==> config.mk <==
export PLATFORM = sky130hd
export DESIGN_NAME = lsu_ctrl_flat
export DESIGN_NICKNAME = d
export VERILOG_FILES = /design/src/rtl/lsu_ctrl_if.sv /design/src/rtl/lsu_ctrl.sv /design/src/flat_wrapper.sv
export SDC_FILE = /design/constraint.sdc
export NUM_CORES = 1
export LEC_CHECK = 0
export BUFFER_PORTS_ARGS = -buffer_cell sky130_fd_sc_hd__buf_2
export CAP_MARGIN = 20
export CORE_UTILIZATION = 32
export CTS_CLUSTER_DIAMETER = 60
export DETAILED_ROUTE_END_ITERATION = 12
export GPL_TIMING_DRIVEN = 0
export MAX_ROUTING_LAYER = met4
export SLEW_MARGIN = 40
export SYNTH_ARGS = -nofsm -noshare
export SYNTH_HDL_FRONTEND = slang
export SYNTH_SLANG_ARGS = --single-unit
==> constraint.sdc <==
create_clock -name clk -period 2.6 [get_ports clk]
set_clock_uncertainty 0.15 [all_clocks]
set_input_delay 0.52 -clock clk [delete_from_list [all_inputs] [get_ports clk]]
set_output_delay 0.52 -clock clk [all_outputs]
set_load 0.02 [all_outputs]
==> src/rtl/lsu_ctrl_if.sv <==
// -----------------------------------------------------------------------------
// lsu_ctrl_if : word-oriented memory bus between the load/store unit and memory.
//
//   mem_req    LSU -> MEM  access request, held until acknowledged
//   mem_we     LSU -> MEM  1 = write, 0 = read
//   mem_addr   LSU -> MEM  word-aligned byte address
//   mem_be     LSU -> MEM  byte-lane enables
//   mem_wdata  LSU -> MEM  write data already placed in its byte lanes
//   mem_rdata  MEM -> LSU  read word, valid with mem_ack
//   mem_ack    MEM -> LSU  completes the current request
//
// master modport is the LSU side, slave modport the memory side.
// -----------------------------------------------------------------------------
interface lsu_ctrl_if;
   logic        mem_req;
   logic        mem_we;
   logic [31:0] mem_addr;
   logic [3:0]  mem_be;
   logic [31:0] mem_wdata;
   logic [31:0] mem_rdata;
   logic        mem_ack;

   modport master (
      output mem_req, mem_we, mem_addr, mem_be, mem_wdata,
      input  mem_rdata, mem_ack
   );

   modport slave (
      input  mem_req, mem_we, mem_addr, mem_be, mem_wdata,
      output mem_rdata, mem_ack
   );
endinterface

==> src/rtl/lsu_ctrl.sv <==
// -----------------------------------------------------------------------------
// lsu_ctrl : load/store unit controller.
//
// Accepts one core request (start + access-type strobe), turns it into one or
// two word accesses on the memory bus, then returns the aligned and extended
// load result together with a one-cycle done pulse.
//
// Ports
//   clk, rst_n                  clock, asynchronous active-low reset
//   start                       one-cycle request pulse from the core
//   lb lh lw lbu lhu sb sh sw   access-type strobes, sampled with start
//   addr, wdata                 byte address, right-aligned store data
//   stall                       freeze PC/pipeline while the access runs
//   done                        one-cycle completion pulse
//   rdata                       load result, held until the next done
//   misalign_err                pulses with done on a rejected misaligned access
//   mem                         memory bus (lsu_ctrl_if.master)
//
// Build option
//   LSU_MISALIGN_SPLIT_EN  defined   : accesses crossing a word boundary are
//                                      split into two word accesses.
//                          undefined : misaligned half/word accesses skip memory
//                                      and finish with misalign_err.
// -----------------------------------------------------------------------------
module lsu_ctrl (
   input  logic        clk,
   input  logic        rst_n,
   input  logic        start,
   input  logic        lb,
   input  logic        lh,
   input  logic        lw,
   input  logic        lbu,
   input  logic        lhu,
   input  logic        sb,
   input  logic        sh,
   input  logic        sw,
   input  logic [31:0] addr,
   input  logic [31:0] wdata,
   output logic        stall,
   output logic        done,
   output logic [31:0] rdata,
   output logic        misalign_err,
   lsu_ctrl_if.master  mem
);

   typedef enum logic [1:0] {IDLE = 2'd0, ACC1 = 2'd1, ACC2 = 2'd2, RESP = 2'd3} state_t;

   localparam logic [1:0] SZ_B = 2'd0;
   localparam logic [1:0] SZ_H = 2'd1;
   localparam logic [1:0] SZ_W = 2'd2;

   state_t      state_q, state_d;
   logic [31:0] addr_q, addr_d;
   logic [31:0] wdata_q, wdata_d;
   logic [1:0]  size_q, size_d;
   logic        sext_q, sext_d;
   logic        we_q, we_d;
   logic        err_q, err_d;
   logic [31:0] lo_q, lo_d;
   logic [31:0] rdata_q, rdata_d;

   logic        req_valid_s;
   logic [1:0]  size_s;
   logic        sext_s;
   logic        we_s;
   logic        misalign_s;
   logic        split_s;
   logic [3:0]  base_be_s;
   logic [7:0]  be8_s;
   logic [63:0] wd64_s;

   // Shift the (possibly two-word) read data down to the access offset and extend.
   function automatic logic [31:0] load_extract(input logic [63:0] words,
                                                input logic [1:0]  off,
                                                input logic [1:0]  size,
                                                input logic        sext);
      logic [31:0] shv;
      shv = 32'(words >> {off, 3'b000});
      case (size)
         SZ_B:    load_extract = sext ? {{24{shv[7]}}, shv[7:0]}   : {24'h00_0000, shv[7:0]};
         SZ_H:    load_extract = sext ? {{16{shv[15]}}, shv[15:0]} : {16'h0000, shv[15:0]};
         SZ_W:    load_extract = shv;
         default: load_extract = 32'h0000_0000;
      endcase
   endfunction

   // Strobe decode with fixed priority lw > lh > lhu > lb > lbu > sw > sh > sb.
   always_comb begin
      req_valid_s = 1'b1;
      size_s      = SZ_W;
      sext_s      = 1'b0;
      we_s        = 1'b0;
      if (lw) begin
         size_s = SZ_W;
      end else if (lh) begin
         size_s = SZ_H;
         sext_s = 1'b1;
      end else if (lhu) begin
         size_s = SZ_H;
      end else if (lb) begin
         size_s = SZ_B;
         sext_s = 1'b1;
      end else if (lbu) begin
         size_s = SZ_B;
      end else if (sw) begin
         size_s = SZ_W;
         we_s   = 1'b1;
      end else if (sh) begin
         size_s = SZ_H;
         we_s   = 1'b1;
      end else if (sb) begin
         size_s = SZ_B;
         we_s   = 1'b1;
      end else begin
         req_valid_s = 1'b0;
      end
   end

   // Lane placement of the latched access across two consecutive words:
   // the upper nibble / upper word is what spills into the second access.
   always_comb begin
      case (size_q)
         SZ_B:    base_be_s = 4'b0001;
         SZ_H:    base_be_s = 4'b0011;
         SZ_W:    base_be_s = 4'b1111;
         default: base_be_s = 4'b0000;
      endcase
      be8_s  = {4'b0000, base_be_s} << addr_q[1:0];
      wd64_s = {32'h0000_0000, wdata_q} << {addr_q[1:0], 3'b000};
   end

`ifdef LSU_MISALIGN_SPLIT_EN
   assign misalign_s = 1'b0;
   assign split_s    = |be8_s[7:4];
`else
   // Halfword at offset 2 stays inside the word and is legal.
   assign misalign_s = ((size_s == SZ_H) && addr[0]) ||
                       ((size_s == SZ_W) && (addr[1:0] != 2'b00));
   assign split_s    = 1'b0;
`endif

   // Next-state and datapath update.
   always_comb begin
      state_d = state_q;
      addr_d  = addr_q;
      wdata_d = wdata_q;
      size_d  = size_q;
      sext_d  = sext_q;
      we_d    = we_q;
      err_d   = err_q;
      lo_d    = lo_q;
      rdata_d = rdata_q;
      case (state_q)
         IDLE: begin
            if (start && req_valid_s) begin
               addr_d  = addr;
               wdata_d = wdata;
               size_d  = size_s;
               sext_d  = sext_s;
               we_d    = we_s;
               if (misalign_s) begin
                  err_d   = 1'b1;
                  rdata_d = 32'h0000_0000;
                  state_d = RESP;
               end else begin
                  err_d   = 1'b0;
                  state_d = ACC1;
               end
            end else begin
               state_d = IDLE;
            end
         end
         ACC1: begin
            if (mem.mem_ack) begin
               if (split_s) begin
                  lo_d    = mem.mem_rdata;
                  state_d = ACC2;
               end else begin
                  rdata_d = we_q ? 32'h0000_0000
                                 : load_extract({32'h0000_0000, mem.mem_rdata}, addr_q[1:0], size_q, sext_q);
                  state_d = RESP;
               end
            end else begin
               state_d = ACC1;
            end
         end
         ACC2: begin
            if (mem.mem_ack) begin
               rdata_d = we_q ? 32'h0000_0000
                              : load_extract({mem.mem_rdata, lo_q}, addr_q[1:0], size_q, sext_q);
               state_d = RESP;
            end else begin
               state_d = ACC2;
            end
         end
         RESP:    state_d = IDLE;
         default: state_d = IDLE;
      endcase
   end

   // State and datapath registers.
   always_ff @(posedge clk or negedge rst_n) begin
      if (!rst_n) begin
         state_q <= IDLE;
         addr_q  <= 32'h0000_0000;
         wdata_q <= 32'h0000_0000;
         size_q  <= SZ_B;
         sext_q  <= 1'b0;
         we_q    <= 1'b0;
         err_q   <= 1'b0;
         lo_q    <= 32'h0000_0000;
         rdata_q <= 32'h0000_0000;
      end else begin
         state_q <= state_d;
         addr_q  <= addr_d;
         wdata_q <= wdata_d;
         size_q  <= size_d;
         sext_q  <= sext_d;
         we_q    <= we_d;
         err_q   <= err_d;
         lo_q    <= lo_d;
         rdata_q <= rdata_d;
      end
   end

   // Memory bus drive: decoded only from registers, so it is stable while waiting for ack.
   always_comb begin
      mem.mem_req   = 1'b0;
      mem.mem_we    = 1'b0;
      mem.mem_addr  = 32'h0000_0000;
      mem.mem_be    = 4'b0000;
      mem.mem_wdata = 32'h0000_0000;
      if (state_q == ACC1) begin
         mem.mem_req   = 1'b1;
         mem.mem_we    = we_q;
         mem.mem_addr  = {addr_q[31:2], 2'b00};
         mem.mem_be    = be8_s[3:0];
         mem.mem_wdata = wd64_s[31:0];
      end else if (state_q == ACC2) begin
         mem.mem_req   = 1'b1;
         mem.mem_we    = we_q;
         mem.mem_addr  = {addr_q[31:2], 2'b00} + 32'd4;
         mem.mem_be    = be8_s[7:4];
         mem.mem_wdata = wd64_s[63:32];
      end else begin
         mem.mem_req   = 1'b0;
      end
   end

   assign done         = (state_q == RESP);
   assign misalign_err = (state_q == RESP) && err_q;
   assign rdata        = rdata_q;
   // Stall must rise in the same cycle the request is accepted, hence the start term;
   // rst_n gating keeps it low while reset is asserted.
   assign stall        = rst_n && (((state_q == IDLE) && start && req_valid_s) ||
                                   (state_q == ACC1) || (state_q == ACC2));

endmodule

==> src/flat_wrapper.sv <==
// flat-port wrapper written by rule: the top's interface ports become plain ports
module lsu_ctrl_flat 
  (clk, rst_n, start, lb, lh, lw, lbu, lhu, sb, sh, sw, addr, wdata, stall, done, rdata, misalign_err, mem_mem_req, mem_mem_we, mem_mem_addr, mem_mem_be, mem_mem_wdata, mem_mem_rdata, mem_mem_ack);
  lsu_ctrl_if mem_i ();
  input  logic clk;
  input  logic rst_n;
  input  logic start;
  input  logic lb;
  input  logic lh;
  input  logic lw;
  input  logic lbu;
  input  logic lhu;
  input  logic sb;
  input  logic sh;
  input  logic sw;
  input  logic [31:0] addr;
  input  logic [31:0] wdata;
  output logic stall;
  output logic done;
  output logic [31:0] rdata;
  output logic misalign_err;
  output wire logic [$bits(mem_i.mem_req)-1:0] mem_mem_req;
  output wire logic [$bits(mem_i.mem_we)-1:0] mem_mem_we;
  output wire logic [$bits(mem_i.mem_addr)-1:0] mem_mem_addr;
  output wire logic [$bits(mem_i.mem_be)-1:0] mem_mem_be;
  output wire logic [$bits(mem_i.mem_wdata)-1:0] mem_mem_wdata;
  input wire logic [$bits(mem_i.mem_rdata)-1:0] mem_mem_rdata;
  input wire logic [$bits(mem_i.mem_ack)-1:0] mem_mem_ack;
  assign mem_mem_req = mem_i.mem_req;
  assign mem_mem_we = mem_i.mem_we;
  assign mem_mem_addr = mem_i.mem_addr;
  assign mem_mem_be = mem_i.mem_be;
  assign mem_mem_wdata = mem_i.mem_wdata;
  assign mem_i.mem_rdata = mem_mem_rdata;
  assign mem_i.mem_ack = mem_mem_ack;
  lsu_ctrl u_core (.clk(clk), .rst_n(rst_n), .start(start), .lb(lb), .lh(lh), .lw(lw), .lbu(lbu), .lhu(lhu), .sb(sb), .sh(sh), .sw(sw), .addr(addr), .wdata(wdata), .stall(stall), .done(done), .rdata(rdata), .misalign_err(misalign_err), .mem(mem_i));
endmodule
After elaboration in Yosys (flattened, before gate mapping)
Index checks and enable logic that the tools add are counted.
Widths: inputs -> output; s select.
{"block": "classes", "n_addsub": 1, "multipliers": 0, "div": 0, "magnitude_cmp": 0, "n_eq_ne": 11, "shifts": 4, "mux": 55, "bitwise_logic": 0, "n_reduce_logical": 16}
{"cell": "$mux 32", "n": 14}
{"cell": "$pmux 32 s3", "n": 3}
{"cell": "$shl 32x5->64", "n": 1}
{"cell": "$shr 64x5->32", "n": 1}
{"cell": "$add 32x3->32 const B", "n": 1}
{"cell": "$shr 32x5->32", "n": 1}
{"cell": "$mux 1", "n": 23}
{"cell": "$mux 2", "n": 11}
{"cell": "$pmux 4 s3", "n": 1}
{"cell": "$eq 2x2->1 const B", "n": 4}
{"cell": "$mux 4", "n": 2}
{"cell": "$pmux 2 s4", "n": 1}
{"cell": "$shl 4x2->8", "n": 1}
{"cell": "$logic_and 1x1->1", "n": 7}
{"cell": "$eq 2x1->1 const B", "n": 3}
{"cell": "$reduce_and 5->1", "n": 1}
{"cell": "$logic_not 2->1", "n": 2}
{"cell": "$ne 2x1->1 const B", "n": 2}
{"cell": "$ne 2x2->1 const B", "n": 2}
{"cell": "$logic_or 1x1->1", "n": 3}
{"cell": "$reduce_bool 3->1", "n": 1}
{"cell": "$reduce_and 2->1", "n": 1}
{"cell": "$reduce_bool 2->1", "n": 1}
{"block": "word_totals", "register_bits": 103, "latchBits": 0, "ramBits": 0, "romBits": 0, "out_inout_bits": 105, "elab_cells": 95, "mem_count": 0}

Logic depth before layout (Yosys ltp)
{"block": "depth", "word_depth": 14, "ltp_mapped": 9, "depth_no_buf": 7}

Worst setup path before layout
Ideal clock, no wire load.
{"block": "synth_timing", "kind": "flip-flop to output port", "from": "register u_core.state_q[1]", "to": "output port mem_mem_addr[31]", "arrival_ns": 2.261, "required_time_ns": 1.930, "slack_ns": -0.331, "stages_incl_launch_ff": 9, "path_cell_list": "dfrtp_1 inv_1 ha_1 clkbuf_1 nand4b_1 nor4_2 nand4_1 xor2_1 nor2_1"}
{"block": "synth_via", "elab_chain_len": 3, "word_cells_on_any_way": 4}
{"item": "start: declaration", "line_no": "lsu_ctrl.sv:52", "text": "state_t state_q, state_d;"}
{"item": "start signal: assignment", "line_no": "lsu_ctrl.sv:214", "text": "state_q <= state_d;"}
{"item": "$eq 2x2->1", "line_no": "lsu_ctrl.sv:239", "text": "end else if (state_q == ACC2) begin"}
{"item": "$mux 32", "line_no": "lsu_ctrl.sv:239"}
{"item": "$mux 32 (*)", "line_no": "lsu_ctrl.sv:233", "text": "if (state_q == ACC1) begin"}
{"item": "end: declaration", "line_no": "flat_wrapper.sv:24", "text": "output wire logic [$bits(mem_i.mem_addr)-1:0] mem_mem_addr;"}
Every way passes the cells marked *; elsewhere a longest branch is shown, timed or not.

Worst setup path after layout
{"block": "layout_timing", "from": "register u_core.state_q[0]", "to": "output port mem_mem_addr[31]"}
Same word-level chain as after synthesis.

==> results.json <==
{
  "start_kind": "register",
  "routed_wl_mm": 26.38,
  "cts_root_buf": "clkbuf_16",
  "synth_top_cell_by_area": "dfrtp_1",
  "start_util": 0.3300,
  "placed_cell_area_um2": 8548,
  "use_met2": 0.3692,
  "antenna_left": 0,
  "drt-initial-drc-count": 458,
  "path_clk_slew_ns": 0.08,
  "worstPathArrival_ns": 2.35,
  "p_comb_frac": 0.688,
  "cpMaxStageDelayCell": "dfrtp_1",
  "synth_warnings": 0,
  "cts_tree": "done",
  "p_clk_frac": 0.097,
  "dieWidth_um": 150.2,
  "grt_use_met3": 0.04030,
  "whs_ns": 0.1992,
  "cap_violations": 0,
  "finalSetupViolations": 63,
  "dieArea_um2": 22550,
  "max_slew.worst_pin.slew_ns": 0.8478,
  "firstDrtPassIters": 5,
  "cp_common_cell": "buf_6",
  "ir_drop_mv": 0.8430,
  "final_nets": 1143,
  "final_max_slew_viol_count": 0,
  "internal_power_w": 0.007686,
  "fin_cells": 1312,
  "portBuffers": 210,
  "slew_headroom": 0.4304,
  "core_area_um2": 21290,
  "top_usage_layer": "met2",
  "yosysSeqAreaShare": 0.3669,
  "fin_area_um2": 10940,
  "critPathCaptureType": "output port",
  "cpPeakStageDelay_ns": 0.41,
  "period_needed_ns": 3.024,
  "gp_congestion": 0.9210,
  "ys_ff_latch": 103,
  "hp-start": "start",
  "fin_crit_sh": 1.163,
  "synth_cells": 743,
  "drcViolationCount": 0,
  "p_per_area_nw_per_um2": 1308,
  "power_leakage_nw": 4.819,
  "crit_path_cell_trace": "ha_4 -> clkbuf_16 -> nand4b_1 -> nor4_4 -> buf_6 -> nand4_1 -> xor2_1 -> nor2_2 -> buf_6",
  "reg2reg_depth": 6,
  "grt_use_met1": 0.3043,
  "rsz0062_at_grt": "true",
  "grt_pass1_wl_mm": 38.63,
  "async_reset_ff_frac": 1.000,
  "syn_area_um2": 7025,
  "switchingPower_w": 0.006620,
  "drive_gt1_frac": 0.5320,
  "grt_pass1_vias": 6832,
  "die_h_um": 150.2,
  "hpwl_mm": 17.95,
  "cts_htree_levels": 3,
  "clock_sinks": 103,
  "dr_total_vias": 7120,
  "synth_most_common_cell": "dfrtp_1",
  "cp-startpoint": "u_core.state_q[0]$_DFF_PN0_",
  "clkLatencyLatePin_ns": 0.36,
  "worstSetupPathType": "register to output port",
  "netlist.area_leader.share": 0.3669,
  "required_ns": 1.93,
  "cts_buffer_depth": 2,
  "critPathCapture": "mem_mem_addr[31]",
  "hold_viol": 0,
  "antenna_found_initial": 6,
  "numCtsBuffers": 9,
  "max_freq_ghz": 0.3307,
  "synth_edf_count": 0,
  "ys.flop_type": "dfrtp_1",
  "ys_types": 60,
  "r2r_end": "u_core.rdata[9]$_DFFE_PN0P_",
  "rows": 53,
  "wl_per_cell_um": 20.10,
  "drt-vias-per-instance": 5.427,
  "swShare": 0.4627,
  "grt_overflow": 0,
  "grt.total_usage": 0.2346,
  "r2r_start": "u_core.addr_q[0]$_DFFE_PN0P_",
  "status": "finished with violations",
  "rrSetupSlack_ns": 0.10,
  "ys_top_cells_by_area": "dfrtp_1 (37%), mux2_2 (15%), mux2i_1 (7.6%)",
  "seq_power_share": 0.215,
  "grt_max_degree": 40,
  "synthTopCellsByCount": "dfrtp_1 (103), mux2_2 (91), nor2_1 (78), nand2_1 (62), o21ai_0 (56)",
  "violations": "negative setup slack",
  "placed_cells": 1230,
  "area_growth_pct": 55.65,
  "setup_slack_ns": -0.4236,
  "io-pin-count": 213,
  "crit_fanout": 5,
  "syn_avg_cell_area_um2": 9.456,
  "min_path_type": "primary input to register"
}
state kept, by name, summed over array words and instances, names as in the netlist:
register	cells
u_core.addr_q	32
u_core.rdata	32
u_core.wdata_q	32
u_core.size_q	2
u_core.state_q	2
u_core.err_q	1
u_core.sext_q	1
u_core.we_q	1
metrics by stage:
stage	util	setup slack, ns	setup TNS, ns	power, W
final	0.5137	-0.4236	-13.35	0.01431
after global routing	0.5136	-0.5144	-19.10	0.01505
after CTS	0.4738	-0.4825	-11.77	0.01284
after detailed placement	0.4016	-0.8188	-36.27	0.009540
after global placement	0.3993	-1.037	-74.19	0.009431
after floorplan	-	-0.1578	-1.131	0.007449
critical path, delay by kind of cell, from the launching register on:
kind	cells	cell delay, ns
adders and majority gates	1	0.18
xor gates and xnor gates	1	0.17
DFF	1	0.41
buffers and inverters	3	0.44
and+or+nand+nor	4	0.79
worst min path at each step:
stage                                         endpoint  slack (ns)  cells past startpoint
after floorplan           u_core.addr_q[0]$_DFFE_PN0P_        0.07                      0
after global placement        u_core.err_q$_DFFE_PN0P_        0.31                      2
after detailed placement   u_core.rdata[5]$_DFFE_PN0P_        0.25                      1
after CTS                      u_core.we_q$_DFFE_PN0P_        0.18                      2
after global routing           u_core.we_q$_DFFE_PN0P_        0.20                      2
final                          u_core.we_q$_DFFE_PN0P_        0.20                      2
kinds of logic (layout without fill, tap and decap cells):
| kind of cell | after synthesis | in the layout | share of synthesized area |
|---|---|---|---|
| compound gates | 164 | 164 | 0.1517 |
| mux | 148 | 148 | 0.2342 |
| flops | 103 | 103 | 0.3669 |
| other cells | 1 | 9 | 0.0005338 |
| xor+xnor | 24 | 24 | 0.02992 |
| simple gates | 228 | 229 | 0.1567 |
| buf+inv | 65 | 350 | 0.04221 |
| fa+ha+maj | 10 | 10 | 0.01781 |
metal layers:
layer	part of all wire	wire, µm
met3	0.067	1771
met2	0.48	12660
met5	0	0
met4	0.026	689
met1	0.43	11250
power groups by stage:
stage | combinational, W | sequential (W) | clock, W
5_1_grt | 0.0104 | 0.00317 | 0.00147
6_report | 0.00984 | 0.00308 | 0.00138
3_5_place_dp | 0.00660 | 0.00294 | 0
2_1_floorplan | 0.00461 | 0.00284 | 0
4_1_cts | 0.00846 | 0.00296 | 0.00142
3_3_place_gp | 0.00652 | 0.00291 | 0
cells in the final DEF (no fill, tap or decap), types with 9 or more instances in the layout:
| cell type | Yosys | final |
|---|---|---|
| a21oi_1 | 34 | 30 |
| a22o_1 | 14 | 14 |
| and3_1 | 20 | 12 |
| buf_12 | 0 | 10 |
| buf_2 | 18 | 155 |
| buf_4 | 2 | 56 |
| buf_6 | 3 | 61 |
| clkbuf_16 | 0 | 17 |
| dfrtp_1 | 103 | 101 |
| inv_1 | 13 | 9 |
| mux2_2 | 91 | 91 |
| mux2i_1 | 53 | 36 |
| mux2i_4 | 0 | 17 |
| nand2_1 | 62 | 52 |
| nand3_1 | 16 | 9 |
| nand4_1 | 12 | 12 |
| nor2_1 | 78 | 63 |
| nor2_2 | 0 | 12 |
| o21ai_0 | 56 | 34 |
| o21ai_2 | 0 | 10 |
| o21ai_4 | 1 | 11 |
| o22ai_4 | 0 | 9 |
| xor2_1 | 21 | 20 |
final cells by class:
type,count,area [µm²]
Antenna cell,7,17.52
Buffer,46,535.5
Clock buffer,10,229.0
Clock inverter,6,62.56
Fill cell,1887,10350
Inverter,14,71.32
Multi-Input combinational cell,577,5004
Sequential cell,103,2580
Tap cell,275,344.1
Timing Repair Buffer,274,2092
timing repair:
item,in CTS,in global routing
pin swaps,22,40
endpoints found under the setup margin,93,71
cloned,2,4
hold endpoints to repair,33,0
hold buffers,7,0
setup buffers,26,29
gates resized for setup,253,141
Note: power is estimated with default switching activity, not from simulation.
